$ cat config.mk
export PLATFORM = sky130hd
export DESIGN_NAME = piso_serializer_flat
export DESIGN_NICKNAME = d
export VERILOG_FILES = /design/src/rtl/piso_serializer_pkg.sv /design/src/rtl/piso_serializer_if.sv /design/src/rtl/piso_bit_counter.sv /design/src/rtl/piso_serializer.sv /design/src/flat_wrapper.sv
export SDC_FILE = /design/constraint.sdc
export NUM_CORES = 1
export LEC_CHECK = 0
export ABC_AREA = 1
export CORE_AREA = 2 2 39 41
export CTS_CLUSTER_SIZE = 12
export DETAILED_ROUTE_END_ITERATION = 6
export DIE_AREA = 0 0 41 43
export DONT_BUFFER_PORTS = 1
export PLACE_DENSITY_LB_ADDON = 0.05
export SYNTH_ARGS = -nofsm -noshare
export SYNTH_HDL_FRONTEND = slang
export SYNTH_SLANG_ARGS = --single-unit
$ cat constraint.sdc
create_clock -name clk -period 1.5 [get_ports clk]
set_clock_uncertainty 0.15 [all_clocks]
set_input_delay 0.45 -clock clk [delete_from_list [all_inputs] [get_ports clk]]
set_output_delay 0.45 -clock clk [all_outputs]
set_load 0.02 [all_outputs]
$ cat src/rtl/piso_serializer_pkg.sv
// Shared types and constants for the PISO serializer.
// Holds the FSM state encoding and the bit-order mode values.
package piso_serializer_pkg;

  typedef enum logic [1:0] {
    IDLE,
    SHIFT,
    PARITY
  } state_t;

  localparam logic MODE_MSB_FIRST = 1'b0;
  localparam logic MODE_LSB_FIRST = 1'b1;

endpackage

$ cat src/rtl/piso_serializer_if.sv
// Parallel word handshake between a data source and the serializer.
// The source drives valid/data/mode; the serializer returns ready.
interface piso_serializer_if #(
  parameter int WIDTH = 4
);

  logic             in_valid;
  logic             in_ready;
  logic [WIDTH-1:0] in_data;
  logic             mode;

  modport master (
    output in_valid,
    output in_data,
    output mode,
    input  in_ready
  );

  modport slave (
    input  in_valid,
    input  in_data,
    input  mode,
    output in_ready
  );

endinterface

$ cat src/rtl/piso_bit_counter.sv
// Frame bit counter for the serializer.
// Flags the terminal count when the last data bit is on the line.
module piso_bit_counter #(
  parameter int WIDTH = 4
) (
  input  logic clk,
  input  logic rst,
  input  logic clr,
  input  logic inc,
  output logic last
);

  localparam int CW = $clog2(WIDTH + 1);

  logic [CW-1:0] cnt;

  always_ff @(posedge clk or negedge rst) begin
    if (!rst) begin
      cnt <= '0;
    end else if (clr) begin
      cnt <= '0;
    end else if (inc) begin
      cnt <= cnt + CW'(1);
    end
  end

  assign last = (cnt == CW'(WIDTH - 1));

endmodule

$ cat src/rtl/piso_serializer.sv
// Parallel-in serial-out transmitter, MSB- or LSB-first per word.
// Define SERIAL_PARITY_EN to append an even-parity bit to each frame.
module piso_serializer
  import piso_serializer_pkg::*;
#(
  parameter int WIDTH = 4
) (
  input  logic             clk,
  input  logic             rst,
  piso_serializer_if.slave bus,
  input  logic             en,
  output logic             sout,
  output logic             sout_valid,
  output logic             busy,
  output logic             done
);

  state_t           state;
  logic [WIDTH-1:0] sr;
  logic             mode_q;
  logic             last;
  logic             accept;
`ifdef SERIAL_PARITY_EN
  logic             par_q;
`endif

  assign bus.in_ready = (state == IDLE);
  assign accept       = bus.in_valid & bus.in_ready;
  assign sout_valid   = (state != IDLE);
  assign busy         = (state != IDLE);

  piso_bit_counter #(
    .WIDTH (WIDTH)
  ) u_cnt (
    .clk  (clk),
    .rst  (rst),
    .clr  (accept),
    .inc  ((state == SHIFT) & en),
    .last (last)
  );

  always_comb begin
    sout = 1'b0;
    unique case (1'b1)
      (state == SHIFT):
        sout = (mode_q == MODE_LSB_FIRST)
             ? sr[0] : sr[WIDTH-1];
`ifdef SERIAL_PARITY_EN
      (state == PARITY):
        sout = par_q;
`endif
      default:
        sout = 1'b0;
    endcase
  end

  always_ff @(posedge clk or negedge rst) begin
    if (!rst) begin
      state  <= IDLE;
      sr     <= '0;
      mode_q <= MODE_MSB_FIRST;
      done   <= 1'b0;
`ifdef SERIAL_PARITY_EN
      par_q  <= 1'b0;
`endif
    end else begin
      done <= 1'b0;
      unique case (state)
        IDLE: begin
          if (bus.in_valid) begin
            sr     <= bus.in_data;
            mode_q <= bus.mode;
            state  <= SHIFT;
`ifdef SERIAL_PARITY_EN
            par_q  <= ^bus.in_data;
`endif
          end
        end
        SHIFT: begin
          if (en) begin
            sr <= (mode_q == MODE_LSB_FIRST)
                ? (sr >> 1) : (sr << 1);
            if (last) begin
`ifdef SERIAL_PARITY_EN
              state <= PARITY;
`else
              state <= IDLE;
              done  <= 1'b1;
`endif
            end
          end
        end
        PARITY: begin
`ifdef SERIAL_PARITY_EN
          if (en) begin
            state <= IDLE;
            done  <= 1'b1;
          end
`else
          state <= IDLE;
`endif
        end
        default: state <= IDLE;
      endcase
    end
  end

endmodule
$ cat src/flat_wrapper.sv
// flat-port wrapper written by rule: the top's interface ports become plain ports
module piso_serializer_flat import piso_serializer_pkg::*;
#(
  parameter int WIDTH = 4
)
  (clk, rst, en, sout, sout_valid, busy, done, bus_in_valid, bus_in_data, bus_mode, bus_in_ready);
  piso_serializer_if #(.WIDTH(WIDTH)) bus_i ();
  input  logic clk;
  input  logic rst;
  input  logic en;
  output logic sout;
  output logic sout_valid;
  output logic busy;
  output logic done;
  input wire logic [$bits(bus_i.in_valid)-1:0] bus_in_valid;
  input wire logic [$bits(bus_i.in_data)-1:0] bus_in_data;
  input wire logic [$bits(bus_i.mode)-1:0] bus_mode;
  output wire logic [$bits(bus_i.in_ready)-1:0] bus_in_ready;
  assign bus_i.in_valid = bus_in_valid;
  assign bus_i.in_data = bus_in_data;
  assign bus_i.mode = bus_mode;
  assign bus_in_ready = bus_i.in_ready;
  piso_serializer #(.WIDTH(WIDTH)) u_core (.clk(clk), .rst(rst), .bus(bus_i), .en(en), .sout(sout), .sout_valid(sout_valid), .busy(busy), .done(done));
endmodule
; ---- Word-level counts from Yosys, hierarchy flattened
; Cells that the tools add are included.
[word_totals]
ff_bits = 11
in_bits = 9
word_cells = 35
[classes]
bitwise = 2
mux = 15
n_addsub = 1
eq_ne = 5
reduce_logical = 7
[ops]
columns = cell, count
row1 = $mux W4, 3
row2 = $pmux W4 S2, 1
row3 = $mux W2, 3
row4 = $mux W3, 2
row5 = $reduce_and A3 Y1, 2
row6 = $reduce_bool A2 Y1, 3
row7 = $mux W1, 5
row8 = $ne A2 B2 Y1 const B, 2
row9 = $pmux W2 S2, 1
row10 = $add A3 B1 Y3 const B, 1
row11 = $eq A3 B2 Y1 const B, 1
row12 = $and A1 B1 Y1, 2
row13 = $eq A2 B1 Y1 const B, 1
row14 = $logic_not A2 Y1, 1
row15 = $ne A2 B1 Y1 const B, 1
row16 = $reduce_and A2 Y1, 1

; ---- Longest topological paths before layout
[depth]
ltp_word = 4
mapped_depth = 6
depth_no_buf = 5

; ---- Cells and area by module
; From an unflattened synthesis, not the netlist that was laid out.
[hier_totals]
hier_cells = 69
hier_area_um2 = 585.6
[by_module_without_submodules]
columns = mod, cells_each, area_per_inst_um2, seq_area_each_um2, instances
row1 = piso_serializer, 50, 426.7, 175.2, 1
row2 = piso_bit_counter, 19, 158.9, 75.1, 1

; ---- Least setup slack after synthesis
; No wires, ideal clock.
[synth_timing]
kind = reg2out
startpoint = register u_core.state[0]
endpoint = output port sout
n_path_buf = 1
t_arrival_ns = 1.070
required_ns = 0.900
setup_slack_ns = -0.170
stages_incl_launch_ff = 4
path_cell_list = dfrtp_1 buf_6 o21ai_0 a21oi_1
[synth_via]
elab_chain_cells = 2
[synth_lines]
columns = item, line_no
row1 = "start, declared", piso_serializer.sv:18  ; state_t state;
row2 = "start signal, assigned", piso_serializer.sv:59  ; state <= IDLE;
row3 = "start signal, assigned", piso_serializer.sv:73  ; state <= SHIFT;
row4 = "start signal, assigned", piso_serializer.sv:87  ; state <= IDLE;
row5 = $eq A2 B1 Y1, piso_serializer.sv:45  ; (state == SHIFT):
row6 = $mux W1, piso_serializer.sv:44  ; unique case (1'b1)
row7 = "end, declared", flat_wrapper.sv:11  ; output logic sout;
; Every way passes these cells.

; ---- Final worst setup path
[layout_timing]
startpoint = register u_core.mode_q
endpoint = output port sout
[layout_via]
elab_chain_cells = 2
[layout_lines]
columns = item, line_no
row1 = "start, declared", piso_serializer.sv:20  ; logic mode_q;
row2 = "start signal, assigned", piso_serializer.sv:72  ; mode_q <= bus.mode;
row3 = $mux W1, piso_serializer.sv:47  ; ? sr[0] : sr[WIDTH-1];
row4 = $mux W1, piso_serializer.sv:44
; Every way passes these cells.

==> out/results.ini <==
[run_status]
status=finished with violations
violations=negative setup slack

[route]
ant_nets=0
detail_route.wl_per_cell_um=12.7
routed_via_density=4.65
first_pass_iters=2
drc=0
routed_wl_um=1070
drt-initial-drc-count=3
via_count=391

[global_route]
grt_pass1_vias=394
grt_pass1_wl_um=1690
antenna_found_initial=0
overflow=0
grt_use_total_pct=15.0
grt_max_degree=11

[logic_synthesis]
synth_cells=61
yosysMostFrequentCell=nand2_1
synth_edf_count=0
synth_area_leaders=dfrtp_1 (46%), nand2_1 (8.2%), nand2_8 (7.3%)
ys.flop_type=dfrtp_1
yosysSeqAreaShare_pct=45.6
ys_warn_count=0
synth_top_area_cell=dfrtp_1
syn_area_per_cell_um2=9.00
ys_async_sr_fraction_pct=100
synth_commonest_cells=nand2_1 (12), dfrtp_1 (10), inv_1 (7), nand3_1 (5), nor2_1 (5)
synth_seq_cells=10
yosysUniqueCellTypes=18
syn_area_um2=549
synth_top_area_share_pct=45.6
synthesis.nets=72

[finish]
layout-drive-gt1-share_pct=29.4
areaGrowthSynthToFinish_pct=20.7
nets=80
fin_area_um2=663
n_antenna_cell=0

[critical_path]
reg2reg_to=u_core.sr[2]$_DFFE_PN0P_
crit_path_max_fanout=3
critPathBufInv=0
path_delay_family=flip-flops
start_kind=register
cp_cell_sequence=o21ai_2 > a21oi_4
cp_data_arrival_time_ps=960
reg2reg_from=u_core.mode_q$_DFFE_PN0P_
r2r_cells=6
end_kind=output port
r2r_slack_ps=220
crit_slowest_cell=dfrtp_1
criticalPathCategory=reg -> out
cp_slowest_stage_delay_ps=430
required_ps=900

[sta]
fin_ws_ps=-61.1
slew_violations=0
max_freq_mhz=641
hold_viol=0
slew_headroom_pct=68.0
tightest_slew_ps=479
finalCritPeriodShare_pct=104
period_needed_ps=1560
tns_ps=-105
setup_viol=2
rsz0062_at_grt=yes

[clocking]
cts_buffers=3
cts_tree=done
root_buffer=clkbuf_4
cts_buffer_depth=2
worstSkewPairLatency_ps=260
clkSinkCount=10
clkTransAtPathRegs_ps=70
htree_levels=1

[power_and_ir_drop]
power.density_nw_per_um2=2250
peakVddDrop_mv=0.918
p_leak_uw=0.000316

[job]
maxCapViolCount=0

[floorplan]
core_um2=1380
dieArea_um2=1760
start_util_pct=39.7
rows=14
die_x_um=41
ios=14
die_h_um=43

[hold_path]
worstHoldEndpoint=u_core.state[0]$_DFFE_PN0P_
min_from=bus_in_valid
hold_path.class=in -> reg
hold_depth=2

[placement]
hpwl_um=813
dpl_cell_area_um2=583
portBuffers=0
routabilityCongestion=0.683

## report_power, final
group	internal, uW	leakage, uW	switching (uW)
logic	309	0.000177	443
registers	394	0.000118	107
clock network	147	0.0000210	94.3
## worst max path at each step
stage,end,depth (start not counted),startpoint
detailed placement,sout,2,u_core.state[0]$_DFFE_PN0P_
CTS,sout,2,u_core.mode_q$_DFFE_PN0P_
finish,sout,2,u_core.mode_q$_DFFE_PN0P_
floorplan,sout,3,u_core.state[0]$_DFFE_PN0P_
global route,sout,2,u_core.mode_q$_DFFE_PN0P_
global placement,sout,2,u_core.state[0]$_DFFE_PN0P_
## cell usage in the layout, fill, tap and decap left out, types with 3 or more instances in the layout
master     n
clkbuf_4   3
o21ai_1    4
inv_1      7
nor2_1     5
nand2_1   12
nand3_1    5
buf_4      3
dfrtp_1    9
## flip-flops by register name (all words and copies together) (netlist names)
register / count
u_core.mode_q: 1
u_core.u_cnt.cnt: 3
u_core.sr: 4
u_core.state: 1
u_core.done: 1
## cell families after synthesis
group	share of synthesized area [%]
and+or+nand+nor	27.8
AOI/OAI and AO/OA	11.6
buffers and inverters	10.5
DFF	45.6
adders and majority gates	4.56
## what timing repair did
item	CTS	global route
cloned	0	0
setup buffers	1	1
gates resized for setup	4	0
pin swaps	0	0
hold endpoints to repair	10	0
hold buffers	1	0
endpoints found under the setup margin	2	2
## stage by stage
step | util [%] | setup WS [ps] | hold WS, ps | total power [uW] | std cells
floorplan | - | 23.1 | 4.41 | 1040 | 61
global placement | 42.1 | 162 | 4.58 | 1170 | 77
detailed placement | 42.1 | 152 | 4.64 | 1180 | 77
CTS | 47.4 | -67.5 | 178 | 1500 | 83
global route | 47.9 | -110 | 202 | 1620 | 84
finish | 47.9 | -61.1 | 193 | 1490 | 84
## layout make-up
class	instances	area, um2
Clock buffer	4	36.3
Fill cell	128	721
Inverter	9	46.3
Multi-Input combinational cell	40	256
Sequential cell	10	251
Tap cell	16	20.0
Timing Repair Buffer	5	52.6
## per-layer routing
layer  vias up  part of all wire [%]  GRT usage [%]
li1        208                     -              -
met1       177                    45           17.8
met2         4                    50           22.2
met3         2                   4.2           5.76
met4         0                  0.94           8.00
met5         -                     0              0
(Power assumes the default switching activity.)
